==> src/rtl/matmul_pkg.sv <==
`default_nettype none
// matmul_pkg: shared dimensions and FSM state type for the part-4 matrix-vector blocks.
package matmul_pkg;

   localparam int N      = 8;
   localparam int DATA_W = 14;
   localparam int ACC_W  = 28;
   localparam int X_AW   = $clog2(N);
   localparam int W_AW   = 2 * X_AW;

   typedef enum logic [2:0] {
      IDLE    = 3'd0,
      LOAD_X  = 3'd1,
      LOAD_W  = 3'd2,
      COMPUTE = 3'd3,
      DRAIN   = 3'd4
   } state_t;

endpackage
`default_nettype wire

==> src/rtl/matmul_ctrl_part4.sv <==
`default_nettype none
// matmul_ctrl_part4: load/compute sequencer for the 8x8 matrix-vector datapath.
// Define MATMUL_CTRL_WREUSE_EN to add start_load_w (0 = reuse the stored W, skip LOAD_W).
module matmul_ctrl_part4 #(
   parameter int N = 8
) (
   input  logic                          clk,
   input  logic                          rst,
   input  logic                          start,
`ifdef MATMUL_CTRL_WREUSE_EN
   input  logic                          start_load_w,
`endif
   input  logic [matmul_pkg::DATA_W-1:0] in_data,
   input  logic                          in_valid,
   output logic                          in_ready,
   output logic                          out_valid,
   input  logic                          out_ready,
   output logic                          busy,
   output logic                          done,
   output logic [matmul_pkg::DATA_W-1:0] input_data,
   output logic [$clog2(N)-1:0]          addr_x,
   output logic                          wr_en_x,
   output logic [2*$clog2(N)-1:0]        addr_w,
   output logic                          wr_en_w,
   output logic                          clear_acc,
   output logic                          en_acc,
   output logic                          en_pipe
);
   import matmul_pkg::*;

   localparam int XA = $clog2(N);
   localparam int WA = 2 * XA;
   localparam logic [WA-1:0] LAST_X   = WA'(N - 1);
   localparam logic [WA-1:0] LAST_W   = WA'(N * N - 1);
   localparam logic [XA-1:0] LAST_ROW = XA'(N - 1);

   state_t          state, state_nxt;
   logic [WA-1:0]   cnt, cnt_nxt;
   logic [XA-1:0]   out_cnt, out_cnt_nxt;
   logic            load_w, load_w_nxt, load_w_sel;
   logic            v1, v2;
   logic            done_nxt;
   logic            advance, issue, hs_out;

`ifdef MATMUL_CTRL_WREUSE_EN
   assign load_w_sel = start_load_w;
`else
   assign load_w_sel = 1'b1;
`endif

   // Only an unconsumed result blocks the pipeline; everything behind it freezes.
   assign advance    = !(out_valid && !out_ready);
   assign hs_out     = out_valid && out_ready;
   assign busy       = (state != IDLE);
   assign input_data = in_data;
   assign en_pipe    = advance && ((state == COMPUTE) || (state == DRAIN));
   assign en_acc     = advance && v2;

   always_ff @(posedge clk) begin
      if (rst) begin
         state     <= IDLE;
         cnt       <= '0;
         out_cnt   <= '0;
         load_w    <= 1'b1;
         v1        <= 1'b0;
         v2        <= 1'b0;
         out_valid <= 1'b0;
         done      <= 1'b0;
      end else begin
         state   <= state_nxt;
         cnt     <= cnt_nxt;
         out_cnt <= out_cnt_nxt;
         load_w  <= load_w_nxt;
         done    <= done_nxt;
         if (advance) begin
            v1        <= issue;
            v2        <= v1;
            out_valid <= v2;
         end
      end
   end

   always_comb begin
      state_nxt   = state;
      cnt_nxt     = cnt;
      out_cnt_nxt = hs_out ? out_cnt + XA'(1) : out_cnt;
      load_w_nxt  = load_w;
      done_nxt    = 1'b0;
      in_ready    = 1'b0;
      wr_en_x     = 1'b0;
      wr_en_w     = 1'b0;
      addr_x      = '0;
      addr_w      = '0;
      clear_acc   = rst;
      issue       = 1'b0;

      unique case (state)
         IDLE: begin
            if (start) begin
               state_nxt   = LOAD_X;
               cnt_nxt     = '0;
               out_cnt_nxt = '0;
               load_w_nxt  = load_w_sel;
               clear_acc   = 1'b1;
            end
         end
         LOAD_X: begin
            in_ready = 1'b1;
            wr_en_x  = in_valid;
            addr_x   = cnt[XA-1:0];
            if (in_valid) begin
               if (cnt == LAST_X) begin
                  cnt_nxt   = '0;
                  state_nxt = load_w ? LOAD_W : COMPUTE;
               end else begin
                  cnt_nxt = cnt + WA'(1);
               end
            end
         end
         LOAD_W: begin
            in_ready = 1'b1;
            wr_en_w  = in_valid;
            addr_w   = cnt;
            if (in_valid) begin
               if (cnt == LAST_W) begin
                  cnt_nxt   = '0;
                  state_nxt = COMPUTE;
               end else begin
                  cnt_nxt = cnt + WA'(1);
               end
            end
         end
         COMPUTE: begin
            // The row index is held in the low bits of the load counter.
            addr_w = {cnt[XA-1:0], {XA{1'b0}}};
            issue  = advance;
            if (advance) begin
               if (cnt[XA-1:0] == LAST_ROW) begin
                  cnt_nxt   = '0;
                  state_nxt = DRAIN;
               end else begin
                  cnt_nxt = cnt + WA'(1);
               end
            end
         end
         DRAIN: begin
            if (hs_out && (out_cnt == LAST_ROW)) begin
               state_nxt = IDLE;
               done_nxt  = 1'b1;
            end
         end
         default: begin
            state_nxt = IDLE;
         end
      endcase
   end

endmodule
`default_nettype wire

==> config.mk <==
export PLATFORM = sky130hd
export DESIGN_NAME = matmul_ctrl_part4
export DESIGN_NICKNAME = d
export VERILOG_FILES = /design/src/rtl/matmul_pkg.sv /design/src/rtl/matmul_ctrl_part4.sv
export SDC_FILE = /design/constraint.sdc
export NUM_CORES = 1
export LEC_CHECK = 0
export ABC_AREA = 0
export BUFFER_PORTS_ARGS = -buffer_cell sky130_fd_sc_hd__buf_4
export CAP_MARGIN = 20
export CORE_ASPECT_RATIO = 0.9
export CORE_MARGIN = 2
export CORE_UTILIZATION = 45
export DETAILED_ROUTE_END_ITERATION = 8
export PLACE_DENSITY = 0.77
export SYNTH_ARGS = -nofsm -noshare
export SYNTH_HDL_FRONTEND = slang
export SYNTH_SLANG_ARGS = --single-unit
==> constraint.sdc <==
create_clock -name clk -period 5.1 [get_ports clk]
set_clock_uncertainty 0.1 [all_clocks]
set_input_delay 1.02 -clock clk [delete_from_list [all_inputs] [get_ports clk]]
set_output_delay 1.02 -clock clk [all_outputs]
set_load 0.02 [all_outputs]
==> results_dict.tcl, run 1 <==
set metrics [dict create \
    outcome "finished, final reports clean" \
    met2_usage_pct 28.5 \
    cp.required_ps 3980 \
    synth.distinct_cells 39 \
    grt.busiest_layer "met2" \
    hold_viol 0 \
    max-vdd-ir-drop_mv 0.267 \
    die_x_um 57.1 \
    cts_sinks 16 \
    synth_area_sq_mm 0.00114 \
    rsz0062_at_grt "false" \
    worstPathArrival_ps 1800 \
    post-place-ws_ps 2230 \
    drive_gt1_share_pct 18.7 \
    power_leakage_nw 0.522 \
    overflow 0 \
    rrSetupSlack_ps 3000 \
    area_growth_pct 8.42 \
    viasPerCell 5.78 \
    ctsResizeCount 0 \
    fin_crit_ps 2920 \
    cts_made_buffers 3 \
    start_kind "flip-flop" \
    place_hpwl_um 1830 \
    ys_ff_latch 16 \
    p_total_w 0.000482 \
    fin_crit_sh_pct 57.3 \
    cts_tree "built" \
    grtUsageTotal_pct 17.7 \
    gr-usage-met3_pct 3.73 \
    antenna_left 0 \
    core_sq_mm 0.00242 \
    async_reset_ff_share_pct 0 \
    cts_setup_buffers 0 \
    yosysWarnings 0 \
    ys_seq_area_share_pct 28.0 \
    die_y_um 51.8 \
    clk_pin_slew_ps 100 \
    placementRows 17 \
    num_vias 1058 \
    synth_edf_count 0 \
    wirelength_um 2470 \
    wl_per_cell_um 13.5 \
    seqCellArea_sq_um 320 \
    grt_max_degree 22 \
    synth_cells 149 \
    die-area_sq_mm 0.00296 \
    syn_avg_cell_area_sq_um 7.68 \
    synthFlopType "dfxtp_1" \
    gp_congestion 0.872 \
    slew_viol_final 0 \
    tns_ps 0 \
    min_path_type "flip-flop to flip-flop" \
    instances_no_fill 183 \
    end_kind "output pin" \
    nets 179 \
    postLayoutSetupSlackWorst_ps 2180 \
    io-pin-count 51 \
    first_pass_iters 4 \
    clkLatencyLatePin_ps 280 \
    port-buffer-count 22 \
    tightest_slew_ps 677 \
    diodes 0 \
    place_inst 179 \
    relSlewSlack_pct 54.8 \
    final_common_cell "buf_4" \
    worstPathMaxFanout 21 \
    met1_usage_pct 23.2 \
    start_util_pct 47.2 \
    max_freq_ghz 0.342 \
    cts_hold_buf 0 \
    dr.first_iter.drc_count 26 \
    cts_htree_levels 1 \
    critPathKind "flip-flop to output pin" \
    grt_pass1_vias 952 \
    root_buffer "clkbuf_4" \
    p_per_area_mw_per_mm2 388 \
    nFillCells 245 \
    multi_input_area_sq_um 679 \
    grt_pass1_wl_um 4190 \
    setup_violations 0 \
    most-common-layout-cells "buf_4 (22), nor2_1 (18), dfxtp_1 (16), nand2_1 (13), a21oi_1 (12)" \
    antenna_found_initial 0 \
    clockBufferDepth 2 \
    route.detailed.drc 0 \
    maxCapViolCount 0 \
    syn_nets 172 \
]
[kinds of logic after synthesis]
family / Yosys count / synth area share (%)
simple gates: 71 / 32.2
compound gates: 32 / 18.6
buf+inv: 21 / 12.6
flops: 16 / 28.0
mux: 4 / 3.50
fa+ha+maj: 4 / 4.38
xor+xnor: 1 / 0.766
[per-stage QoR]
stage	cell area (sq um)	util (%)	hold slack [ps]
floorplan	1140	-	340
global placement	1200	49.6	348
detailed placement	1200	49.6	359
CTS	1240	51.1	373
global route	1240	51.1	391
finish	1240	51.1	374
[metal layers]
metal | vias to the layer above | share of wire (%)
li1 | 531 | -
met1 | 478 | 49
met2 | 43 | 43
met3 | 6 | 6.3
met4 | 0 | 1.2
met5 | - | 0
[sequential cells by signal, summed over array words and instances (netlist names)]
signal	cells
v1	1
v2	1
cnt	6
done	1
out_valid	1
out_cnt	3
state	3
[layout make-up]
cell class,instances,share of cell area [%]
Timing Repair Buffer,22,13.3
Tap cell,28,2.83
Inverter,1,0.303
Clock buffer,4,2.93
Multi-Input combinational cell,112,54.8
Sequential cell,16,25.8
[critical path, cell delays in order (launching register included)]
cell and delay [ps]:
dfxtp_1 540, or3_1 460, o21bai_1 310, buf_4 210
[report_power, final]
part	switching [W]	total, W	internal, W
logic	0.000126	0.000219	0.0000925
clock network	0.0000412	0.0000846	0.0000434
registers	0.0000421	0.000178	0.000136
[worst paths after layout]
path / end / start / cells after the start
max: clear_acc / state[0] / 3
min: out_cnt[1] / out_cnt[1] / 2
max reg2reg: cnt[4] / state[0] / 5
min reg2reg: out_cnt[1] / out_cnt[1] / 2
[cell usage after synthesis, types with 3 or more instances]
cell | n | area, sq um
a21oi_1 | 12 | 60.1
a31oi_1 | 4 | 25.0
and2_1 | 8 | 50.1
buf_4 | 15 | 113
clkbuf_1 | 3 | 11.3
dfxtp_1 | 16 | 320
ha_1 | 4 | 50.1
mux2i_1 | 4 | 40.0
nand2_1 | 13 | 48.8
nand2b_1 | 4 | 25.0
nand3_1 | 10 | 50.1
nor2_1 | 18 | 67.6
nor2b_1 | 3 | 18.8
or3_1 | 4 | 25.0
(Power assumes the default switching activity.)
==> run 2: changes to the inputs <==
==> constraint.sdc (replaced) <==
create_clock -name clk -period 2.95 [get_ports clk]
set_clock_uncertainty 0.1 [all_clocks]
set_input_delay 0.59 -clock clk [delete_from_list [all_inputs] [get_ports clk]]
set_output_delay 0.59 -clock clk [all_outputs]
set_load 0.02 [all_outputs]
==> results_dict.tcl, run 2 (synthesized netlist as in run 1, its figures left out) <==
set metrics [dict create \
    tns_ps 0 \
    p_per_area_mw_per_mm2 655 \
    rsz0062_at_grt "false" \
    viasPerCell 6.01 \
    min_path_type "flip-flop to flip-flop" \
    place_hpwl_um 1800 \
    io-pin-count 51 \
    max-vdd-ir-drop_mv 0.445 \
    die_x_um 57.1 \
    place_area_sq_mm 0.00120 \
    wl_per_cell_um 13.7 \
    crit_family "flip-flops" \
    cts_htree_levels 1 \
    final_area_sq_mm 0.00123 \
    fin_crit_ps 2500 \
    power_leakage_nw 0.515 \
    cts_hold_buf 0 \
    overflow 0 \
    die-area_sq_mm 0.00296 \
    cts_sinks 16 \
    relSlewSlack_pct 54.4 \
    nFillCells 227 \
    diodes 0 \
    first_pass_iters 4 \
    instances_no_fill 182 \
    grtUsageTotal_pct 18.1 \
    postLayoutSetupSlackWorst_ps 449 \
    regMostFlops "cnt" \
    start_kind "flip-flop" \
    post-place-ws_ps 810 \
    setup_violations 0 \
    ctsResizeCount 0 \
    dr.first_iter.drc_count 55 \
    nets 179 \
    max_freq_ghz 0.400 \
    core_sq_mm 0.00242 \
    grt_pass1_wl_um 4110 \
    antenna_left 0 \
    gp_congestion 0.945 \
    largest_register_ffs 6 \
    critPathSlowestCell "dfxtp_1" \
    start_util_pct 47.2 \
    tightest_slew_ps 682 \
    slowest_delay_ps 540 \
    num_vias 1094 \
    worstPathCellList "or3_1 > o21bai_1 > buf_4" \
    fin_crit_sh_pct 84.8 \
    end_kind "output pin" \
    final_common_cell "buf_4" \
    area_growth_pct 7.22 \
    grt_pass1_vias 937 \
    port-buffer-count 22 \
    cp.required_ps 2260 \
    cts_made_buffers 3 \
    clkLatencyLatePin_ps 280 \
    most-common-layout-cells "buf_4 (22), nor2_1 (18), dfxtp_1 (16), nand2_1 (13), a21oi_1 (12)" \
    slew_viol_final 0 \
    root_buffer "clkbuf_4" \
    grt_max_degree 22 \
    antenna_found_initial 0 \
    reg_top3 "cnt x6, out_cnt x3, state x3" \
    worstPathMaxFanout 21 \
    wirelength_um 2500 \
    cts_setup_buffers 0 \
    maxCapViolCount 0 \
    hold_viol 0 \
    drive_gt1_share_pct 18.2 \
    final_util_pct 50.6 \
    placementRows 17 \
    critPathKind "flip-flop to output pin" \
    cts_tree "built" \
    worstPathArrival_ps 1810 \
    critPathBufInv 1 \
    clockBufferDepth 2 \
    route.detailed.drc 0 \
    outcome "finished, final reports clean" \
    die_y_um 51.8 \
    clk_pin_slew_ps 100 \
    place_inst 179 \
]
-- run 2: worst reg2reg max path, delay by kind of cell (launching register included) --
kind,cells,cell delay [ps]
AOI/OAI and AO/OA,4,840
and+or+nand+nor,1,290
DFF,1,770
-- run 2: layout make-up --
cell class / count / area [sq um] / share of cell area [%]
multi-input cells: 112 / 679 / 55.4
flip-flops and latches: 16 / 320 / 26.1
repair buffers: 22 / 165 / 13.5
well taps: 28 / 35.0 / 2.86
clock buffers: 3 / 22.5 / 1.84
inverters: 1 / 3.75 / 0.306
-- run 2: through the flow --
stage	hold slack (ps)	total power, W
5_1_grt	405	0.000861
2_1_floorplan	340	0.000617
6_report	378	0.000803
3_3_place_gp	346	0.000670
3_5_place_dp	365	0.000681
4_1_cts	377	0.000800
-- run 2: final timing paths --
check	cells after the start	end	startpoint	slack, ps
max	3	clear_acc	state[0]	450
min	2	out_cnt[2]	out_cnt[2]	380
max reg2reg	5	cnt[4]	state[0]	850
min reg2reg	2	out_cnt[2]	out_cnt[2]	380
-- run 2: routing by layer --
metal / vias to the layer above / wire length [um] / global-route usage, %
met5: - / 0 / 0
met4: 0 / 44 / 10.9
met3: 8 / 219 / 3.48
met2: 59 / 1180 / 29.3
met1: 497 / 1060 / 22.3
li1: 530 / - / -
-- run 2: power by group --
| group | switching, W | leakage, nW | internal [W] |
|---|---|---|---|
| Sequential | 0.0000726 | 0.129 | 0.000236 |
| Clock | 0.0000679 | 0.0138 | 0.0000474 |
| Combinational | 0.000220 | 0.372 | 0.000160 |
==> run 3: changes to the inputs <==
==> constraint.sdc (replaced) <==
create_clock -name clk -period 2.6 [get_ports clk]
set_clock_uncertainty 0.1 [all_clocks]
set_input_delay 0.52 -clock clk [delete_from_list [all_inputs] [get_ports clk]]
set_output_delay 0.52 -clock clk [all_outputs]
set_load 0.02 [all_outputs]
==> results_dict.tcl, run 3 (synthesized netlist as in run 1, its figures left out) <==
set metrics [dict create \
    outcome "finished, final reports clean" \
    cts_hold_buf 0 \
    fin_crit_ps 2410 \
    slew_viol_final 0 \
    grt_max_degree 22 \
    setup_violations 0 \
    clk_pin_slew_ps 90 \
    critPathCapture "addr_x[0]" \
    crit-reg2reg-launch "state[0]" \
    die-area_sq_mm 0.00296 \
    cts_setup_buffers 0 \
    wirelength_um 2520 \
    power_leakage_nw 0.515 \
    area_growth_pct 7.22 \
    crit_family "flip-flops" \
    grt_pass1_vias 971 \
    worstPathCellList "nand2b_1 > nor2_1 > and2_1 > buf_4" \
    antenna_left 0 \
    reg_top3 "cnt x6, out_cnt x3, state x3" \
    max_freq_ghz 0.415 \
    ctsResizeCount 0 \
    cts_tree "built" \
    max-vdd-ir-drop_mv 0.473 \
    io-pin-count 51 \
    grt_pass1_wl_um 4350 \
    port-buffer-count 22 \
    die_x_um 57.1 \
    core_sq_mm 0.00242 \
    end_kind "output pin" \
    worstPathArrival_ps 1790 \
    final_common_cell "buf_4" \
    overflow 0 \
    cts_made_buffers 3 \
    cp-startpoint "state[0]" \
    viasPerCell 5.87 \
    antenna_found_initial 0 \
    critPathBufInv 1 \
    r2r_end "cnt[4]" \
    slowest_delay_ps 750 \
    grtUsageTotal_pct 18.3 \
    min_path_type "flip-flop to flip-flop" \
    critPathSlowestCell "dfxtp_1" \
    diodes 0 \
    gp_congestion 0.932 \
    nets 179 \
    start_kind "flip-flop" \
    instances_no_fill 182 \
    place_hpwl_um 1880 \
    root_buffer "clkbuf_4" \
    tightest_slew_ps 658 \
    start_util_pct 47.2 \
    crit_cells 4 \
    placementRows 17 \
    relSlewSlack_pct 56.1 \
    num_vias 1069 \
    cts_htree_levels 1 \
    maxCapViolCount 0 \
    cp.required_ps 1980 \
    fin_crit_sh_pct 92.8 \
    cts_sinks 16 \
    largest_register_ffs 6 \
    first_pass_iters 5 \
    rrSetupSlack_ps 530 \
    nFillCells 244 \
    route.detailed.drc 0 \
    final_util_pct 50.6 \
    die_y_um 51.8 \
    critPathKind "flip-flop to output pin" \
    place_inst 179 \
    drive_gt1_share_pct 18.2 \
    tns_ps 0 \
    dr.first_iter.drc_count 43 \
    most-common-layout-cells "buf_4 (22), nor2_1 (18), dfxtp_1 (16), nand2_1 (13), a21oi_1 (12)" \
    worstPathMaxFanout 21 \
    rsz0062_at_grt "false" \
    seqCellArea_sq_um 320 \
    regMostFlops "cnt" \
    clockBufferDepth 2 \
    reg2reg_depth 5 \
    wl_per_cell_um 13.8 \
    p_per_area_mw_per_mm2 742 \
    clkLatencyLatePin_ps 280 \
    hold_viol 0 \
    multi_input_area_sq_um 679 \
]
[run 3: report_power, final]
group          internal [W]  leakage [nW]  switching [W]  total (W)
logic              0.000182         0.372       0.000253   0.000435
clock network     0.0000536        0.0138      0.0000730   0.000127
registers          0.000268         0.129      0.0000805   0.000348
total              0.000503         0.515       0.000406   0.000909
[run 3: cell type report]
class,count,area share [%]
Timing Repair Buffer,22,13.5
Sequential cell,16,26.1
Clock buffer,3,1.84
Multi-Input combinational cell,112,55.4
Tap cell,28,2.86
Inverter,1,0.306
[run 3: stage by stage]
stage / cell area [sq um] / setup WS (ps) / hold slack, ps / power, W
3_3_place_gp: 1200 / 614 / 346 / 0.000759
2_1_floorplan: 1140 / 475 / 340 / 0.000700
4_1_cts: 1230 / 198 / 370 / 0.000909
5_1_grt: 1230 / 3.47 / 403 / 0.000987
3_5_place_dp: 1200 / 509 / 357 / 0.000780
6_report: 1230 / 188 / 368 / 0.000909
[run 3: worst min-delay path by stage]
stage | slack (ps) | startpoint | endpoint | cells past startpoint
6_report | 370 | out_cnt[2] | out_cnt[2] | 2
5_1_grt | 400 | out_cnt[2] | out_cnt[2] | 2
3_3_place_gp | 350 | out_cnt[1] | out_cnt[1] | 2
2_1_floorplan | 340 | out_cnt[1] | out_cnt[1] | 2
4_1_cts | 370 | out_cnt[2] | out_cnt[2] | 2
3_5_place_dp | 360 | out_cnt[2] | out_cnt[2] | 2
[run 3: tightest hold or removal path, cell delays in order, from the launching register on]
cell     delay, ps
dfxtp_1        320
nand2_1         50
a21oi_1         50
[run 3: layer usage]
metal	vias to the layer above	global-route usage, %	wire length [um]
met2	60	30.1	1200
met5	-	0	0
met3	6	3.73	229
met1	473	24.0	1070
met4	0	6.20	14
li1	530	-	-
